### config.mk
export PLATFORM = sky130hd
export DESIGN_NAME = mem_arbiter
export DESIGN_NICKNAME = d
export VERILOG_FILES = /design/src/rtl/mem_arb_pkg.sv /design/src/rtl/mem_arb_sel.sv /design/src/rtl/mem_arbiter.sv
export SDC_FILE = /design/constraint.sdc
export NUM_CORES = 1
export LEC_CHECK = 0
export ABC_AREA = 1
export ABC_CLOCK_PERIOD_IN_PS = 3200
export CAP_MARGIN = 0
export CORE_MARGIN = 2
export CORE_UTILIZATION = 40
export CTS_CLUSTER_DIAMETER = 60
export DETAILED_ROUTE_END_ITERATION = 8
export PLACE_DENSITY = 0.91
export SYNTH_ARGS = -nofsm -noshare
export SYNTH_HDL_FRONTEND = slang
export SYNTH_SLANG_ARGS = --single-unit
### constraint.sdc
create_clock -name clk -period 3.2 [get_ports clk]
set_clock_uncertainty 0.2 [all_clocks]
set_input_delay 0.48 -clock clk [delete_from_list [all_inputs] [get_ports clk]]
set_output_delay 0.48 -clock clk [all_outputs]
set_load 0.02 [all_outputs]
### src/rtl/mem_arb_pkg.sv
// Shared types for the processor memory-port arbiter: FSM states and transaction owner.
package mem_arb_pkg;

    typedef enum logic [1:0] {
        IDLE,
        REQ,
        RESP
    } state_t;

    typedef enum logic {
        OWN_IF,
        OWN_DM
    } owner_t;

endpackage

### src/rtl/mem_arb_sel.sv
// Combinational winner selection between fetch and data requests.
// MEM_ARB_RR_EN switches contention handling from fixed dm priority to round-robin.
module mem_arb_sel
    import mem_arb_pkg::*;
(
    input  logic   if_req,
    input  logic   dm_req,
`ifdef MEM_ARB_RR_EN
    input  owner_t last_owner,
`endif
    output logic   any_req,
    output owner_t winner
);

    always_comb begin
        any_req = if_req | dm_req;
        winner  = OWN_DM;
        if (if_req && !dm_req) begin
            winner = OWN_IF;
        end
`ifdef MEM_ARB_RR_EN
        // On contention the side that was not granted last takes the port.
        if (if_req && dm_req && last_owner == OWN_DM) begin
            winner = OWN_IF;
        end
`endif
    end

endmodule

### src/rtl/mem_arbiter.sv
// Shares one memory port between the fetcher and the load/store stage, one transaction at a time.
// Define MEM_ARB_RR_EN for round-robin arbitration on contention; default is fixed dm priority.
module mem_arbiter
    import mem_arb_pkg::*;
#(
    parameter int bits = 32
) (
    input  logic              clk,
    input  logic              rst,
    input  logic              if_req,
    input  logic [bits-1:0]   if_addr,
    output logic              if_gnt,
    output logic              if_valid,
    output logic [bits-1:0]   if_rdata,
    input  logic              dm_req,
    input  logic              dm_we,
    input  logic [bits/8-1:0] dm_be,
    input  logic [bits-1:0]   dm_addr,
    input  logic [bits-1:0]   dm_wdata,
    output logic              dm_gnt,
    output logic              dm_valid,
    output logic [bits-1:0]   dm_rdata,
    output logic              proc_req,
    output logic              we,
    output logic [bits/8-1:0] be,
    output logic [bits-1:0]   Add,
    output logic [bits-1:0]   Wdata,
    input  logic              mem_ready,
    input  logic              valid,
    input  logic [bits-1:0]   Rdata
);

    state_t            state, state_nxt;
    owner_t            owner_q;
    logic              we_q;
    logic [bits/8-1:0] be_q;
    logic [bits-1:0]   addr_q;
    logic [bits-1:0]   wdata_q;

    logic   any_req;
    owner_t winner;
    logic   load;
    logic   accept;
    logic   resp_hit;

`ifdef MEM_ARB_RR_EN
    owner_t last_owner;
`endif

    mem_arb_sel u_sel (
        .if_req     (if_req),
        .dm_req     (dm_req),
`ifdef MEM_ARB_RR_EN
        .last_owner (last_owner),
`endif
        .any_req    (any_req),
        .winner     (winner)
    );

    assign load     = (state == IDLE) && any_req;
    assign accept   = (state == REQ) && mem_ready;
    assign resp_hit = (state == RESP) && valid;

    // NOTE: sequential state uses non-blocking assignments so every register samples pre-edge values.
    always_ff @(posedge clk or negedge rst) begin
        if (!rst) begin
            state <= IDLE;
        end else begin
            state <= state_nxt;
        end
    end

    // NOTE: the request latches are reset too, so outputs derived from them are defined out of reset.
    always_ff @(posedge clk or negedge rst) begin
        if (!rst) begin
            owner_q <= OWN_IF;
            we_q    <= 1'b0;
            be_q    <= '0;
            addr_q  <= '0;
            wdata_q <= '0;
        end else if (load) begin
            owner_q <= winner;
            if (winner == OWN_DM) begin
                we_q    <= dm_we;
                be_q    <= dm_be;
                addr_q  <= dm_addr;
                wdata_q <= dm_wdata;
            end else begin
                we_q    <= 1'b0;
                be_q    <= '0;
                addr_q  <= if_addr;
                wdata_q <= '0;
            end
        end
    end

`ifdef MEM_ARB_RR_EN
    // Reset to OWN_IF so the first contended grant goes to dm.
    always_ff @(posedge clk or negedge rst) begin
        if (!rst) begin
            last_owner <= OWN_IF;
        end else if (accept) begin
            last_owner <= owner_q;
        end
    end
`endif

    // NOTE: every output gets a default first, so no path through the case can infer a latch.
    always_comb begin
        state_nxt = state;
        proc_req  = 1'b0;
        we        = 1'b0;
        be        = '0;
        Add       = '0;
        Wdata     = '0;
        if_gnt    = 1'b0;
        dm_gnt    = 1'b0;
        if_valid  = 1'b0;
        dm_valid  = 1'b0;
        if_rdata  = '0;
        dm_rdata  = '0;

        case (state)
            IDLE: begin
                if (any_req) state_nxt = REQ;
            end
            REQ: begin
                proc_req = 1'b1;
                we       = we_q;
                be       = be_q;
                Add      = addr_q;
                Wdata    = wdata_q;
                if (accept) begin
                    if_gnt    = (owner_q == OWN_IF);
                    dm_gnt    = (owner_q == OWN_DM);
                    dm_valid  = (owner_q == OWN_DM) && we_q;
                    state_nxt = we_q ? IDLE : RESP;
                end
            end
            RESP: begin
                if (resp_hit) begin
                    if (owner_q == OWN_IF) begin
                        if_valid = 1'b1;
                        if_rdata = Rdata;
                    end else begin
                        dm_valid = 1'b1;
                        dm_rdata = Rdata;
                    end
                    state_nxt = IDLE;
                end
            end
            default: state_nxt = IDLE;
        endcase
    end

endmodule

**After elaboration in Yosys (flattened, before gate mapping)**

Cells that the tools add are included.

- Equality and inequality tests: 5
- Multiplexer cells: 32
- Bitwise logic cells: 2
- Reduce and logical (&&, ||, !) cells: 8

Operator list:

| operator | number |
|---|---|
| 32-bit two-way mux | 10 |
| 1-bit two-way mux | 14 |
| 2-bit two-way mux | 4 |
| 4-bit two-way mux | 2 |
| 2-bit != test, second input constant | 3 |
| 2-bit one-hot mux with 3 select lines | 1 |
| 1-bit logical AND | 5 |
| 3-bit AND reduction | 1 |
| 2-bit by 1-bit equality test with 1-bit output, second input constant | 1 |
| 2-bit equality test, second input constant | 1 |
| 2-bit zero test | 1 |
| 1-bit one-hot mux with 2 select lines | 1 |
| 1-bit zero test | 1 |
| 1-bit NOT | 1 |
| 1-bit OR | 1 |

- Bits in registers: 72
- Input bits: 139

**Logic depth before layout (Yosys ltp)**

- Depth in word-level cells: 4
- Depth in mapped cells: 8
- Mapped depth without buffers: 7

**By module**

Synthesis repeated with hierarchy kept, for this count alone.

- Cell total of the unflattened synthesis: 657
- Area total of the unflattened synthesis: 4319.1 um^2

Modules (own cells, without submodules):

| module | times used | cells each | area an instance (um^2) | sequential area each (um^2) |
|---|---|---|---|---|
| mem_arbiter | 1 | 653 | 4304.1 | 1801.7 |
| mem_arb_sel | 1 | 4 | 15.0 | 0.0 |

**Least setup slack after synthesis**

OpenSTA, ideal clock, no wires.

- Path kind: flip-flop to output port
- From: register state[1]
- To: output port dm_valid
- Data arrival time: 1.898 ns
- Data required time: 2.520 ns
- Path slack: 0.622 ns
- Cell stages (with the launch flop): 8
- Cells stage by stage: dfrtp_1 > inv_1 > ha_1 > buf_2 > nand2_1 > nor2_1 > nand2_1 > a21boi_0

- Longest elaborated chain between the ends: 4
- Elaborated cells between the ends (all ways): 7

RTL lines:

| element | RTL line | text |
|---|---|---|
| start: declaration | mem_arbiter.sv:33 | `state_t state, state_nxt;` |
| start signal: assignment | mem_arbiter.sv:69 | `state <= state_nxt;` |
| 2-bit equality test / 2-bit by 1-bit equality test with 1-bit output (equally long branches) | mem_arbiter.sv:62, mem_arbiter.sv:123, mem_arbiter.sv:61 |  |
| 1-bit logical AND (on tied branches) | mem_arbiter.sv:62, mem_arbiter.sv:61 |  |
| 1-bit two-way mux (on tied branches) | mem_arbiter.sv:141, mem_arbiter.sv:133 |  |
| 1-bit one-hot mux with 2 select lines (*) | mem_arbiter.sv:123 | `case (state)` |
| end: declaration | mem_arbiter.sv:21 | `output logic dm_valid,` |

Every way passes the cells marked *; elsewhere a longest branch is shown, timed or not.

**Worst setup path in the final report**

- From: register state[1]
- To: output port Add[22]

- Longest elaborated chain between the ends: 2

RTL lines:

| element | RTL line | text |
|---|---|---|
| 2-bit by 1-bit equality test with 1-bit output | mem_arbiter.sv:123 |  |
| 32-bit two-way mux | mem_arbiter.sv:123 |  |
| end: declaration | mem_arbiter.sv:26 | `output logic [bits-1:0] Add,` |

No other way between the ends.

==> summary.md <==
| Metric | Value |
|---|---|
| Post-cts repair resize count | `0` |
| Share of cells above drive strength 1 | `3.35%` |
| Status | `finished, final reports clean` |
| HP Class | `input pin to async pin` |
| Overall die width | `109 um` |
| CTS Sinks | `~70` |
| Root buffer cell | `clkbuf_8` |
| Starting density of the core | `40.7%` |
| Pre-antenna DRT Iters | `4` |
| Area Growth Syn to Fin | `70.0%` |
| Peak supply drop | `0.410 mV` |
| Internal reg-to-reg setup slack | `1140 ps` |
| Cts hold-fix bufs | `0` |
| Relative slew slack | `about 40%` |
| Die Y-Extent | `109 um` |
| First-pass GRT wire length | `23200 um` |
| Reg-to-Reg Start | `state[0]` |
| Power per cell area | `690 mW/mm2` |
| Clock Path Buffers | `2` |
| Nets | `1121` |
| CTS tree | `done` |
| Critical path endpoint category | `output port` |
| Leakage power | `between 4 and 5 nW` |
| Netlist cell types | `17` |
| Slew @ Worst Pin | `913 ps` |
| Final Wtd Congestion | `0.804` |
| Die ar. | `0.0118 mm2` |
| Num CTS Buffers | `9` |
| Setup_tns | `0 ps` |
| Kind of critical path | `flip-flop to output port` |
| Syn Nets | `858` |
| # fillers | `912` |
| CP arrival | `2340 ps` |
| Placed Cells incl. Taps | `around 1.1k` |
| Seq cells post-synth | `72` |
| Sequential cell area fraction in the yosys report | `about two fifths` |
| Post-route ant nets | `0` |
| H-tree depth | `3` |
| Period minus WS final | `roughly 3000 ps` |
| Core ar. | `0.0107 mm2` |
| Max Cap Violations | `0` |
| Critical path peak fanout | `48` |
| Cell mode on critical path | `inv_1` |
| Gate Count Post-Synth | `716` |
| Detail-routed via count per cell | `4.38` |
| DP HPWL | `11100 um` |
| Synthesis Warnings | `0` |
| Fin. Hold Viols | `0` |
| Reg clk slew, reported paths | `90 ps` |
| Cell Chain, Critical Path | `inv_1 -> ha_2 -> buf_4 -> nand2_1 -> inv_1 -> clkdlybuf4s50_1` |
| CP required | `2520 ps` |
| Non-Filler Instances | `roughly 1.1k` |
| Ports | `277` |
| Post-Route WL | `~15000 um` |
| Period utilization | `94.3%` |
| Hold Worst Slack | `48.9 ps` |
| Detailed Route Iter0 Violations | `approximately 310` |
| Power Total | `0.00513 W` |
| Area of the mapped netlist | `0.00437 mm2` |
| Setup-failing EPs final | `0` |
| Vias in the first global route | `between 4k and 5k` |
| Unrepaired setup endpoints after global routing | `no` |
| Clock Latency Late Sink | `330 ps` |
| Synthesized area per cell | `6.11 um2` |
| Highest-delay cell along the critical path | `clkdlybuf4s50_1` |
| R2R cell count | `7` |
| # diodes | `0` |
| Routed via count | `4923` |
| Residual DRC | `0` |
| CP Launch Type | `flip-flop` |
| # Post-CTS Setup Buffers | `0` |
| Capture point of the worst reg-to-reg path | `addr_q[17]` |
| Wire per inst | `13.1 um` |
| Final-report max-slew violation count | `0` |
| Pin count of the biggest net entering global routing | `73` |
| Port Buffers | `276` |
| Initial antenna violation count | `0` |
| Slowest stage delay, CP | `~600 ps` |
| Total track usage | `25.2%` |
| Grt ovf | `0` |
| F_max | `approximately 0.33 GHz` |
| Row count | `38` |
final cells by class:
class                   count  area, um2  area share (%)
clock buffers               9        124            1.67
clock inverters             7        103            1.38
inverters                 177        664            8.94
multi-input cells         434       1740            23.4
flip-flops and latches     72       1800            24.2
well taps                 140        175            2.36
repair buffers            285       2830            38.0
stage by stage:
step	instance area (um2)	utilization, %	setup slack, ps
after floorplan	4370	-	622
after global placement	7210	67.1	392
after detailed placement	7210	67.1	375
after CTS	7430	69.2	159
after global routing	7430	69.2	43.0
final	7430	69.2	182
sequential cells by signal, indices dropped and copies added (netlist names):
register and count:
addr_q 32, wdata_q 32, be_q 4, state 2
owner_q 1, we_q 1
routing by layer:
metal	vias up	share of wire (%)	GRT usage (%)
met1	2169	37	26.2
met5	-	0	0
met3	42	7.8	7.17
met4	0	4.2	11.6
li1	2513	-	-
met2	199	51	46.6
worst max-delay path, delay by kind of cell (launching register included):
family        cells  cell delay, ps
flops             1             400
buf+inv           4            1210
fa+ha+maj         1             200
simple gates      1             150
where the power goes:
part / switching (W) / leakage, nW / internal (W) / total, W
clock network: 0.000382 / 0.116 / 0.000449 / 0.000831
registers: 0.000232 / 0.893 / 0.00134 / 0.00157
logic: 0.00159 / 3.31 / 0.00114 / 0.00273
total: 0.00220 / 4.32 / 0.00293 / 0.00513
cell families after synthesis:
kind of cell             after synthesis  synth area share, %
flip-flops                            72                 41.2
buffers and inverters                210                 19.1
AND/OR/NAND/NOR                      428                 38.2
adder cells (fa/ha/maj)                3                0.859
AO/OA/AOI/OAI                          3                0.658
placed cells by master (no fill, tap or decap), types with 2 or more instances in the layout:
| master | instances |
|---|---|
| nand2_1 | 323 |
| clkdlybuf4s50_1 | 274 |
| inv_1 | 176 |
| dfrtp_1 | 72 |
| nor2_1 | 68 |
| nand3_1 | 34 |
| buf_4 | 11 |
| clkbuf_8 | 9 |
| ha_1 | 2 |
| bufinv_16 | 2 |
| clkinv_4 | 2 |
Yosys cell counts (all sizes together):
master    n  share of area, %
a21boi    1              0.17
buf      19               2.7
clkbuf   14               1.2
dfrtp    72                41
ha        3              0.86
inv     177                15
nand2   324                28
nand3    34               3.9
nor2     70               6.4
o21ai     2              0.49
how the worst max path moves through the flow:
stage,startpoint,end,slack (ps),cells after the start
2_1_floorplan,state[1],dm_valid,620,7
3_3_place_gp,valid,if_rdata[0],390,7
3_5_place_dp,valid,dm_rdata[20],380,7
4_1_cts,state[1],Add[22],160,6
5_1_grt,state[1],Add[22],40,6
6_report,state[1],Add[22],180,6
Power figures use the tool's default switching activity.
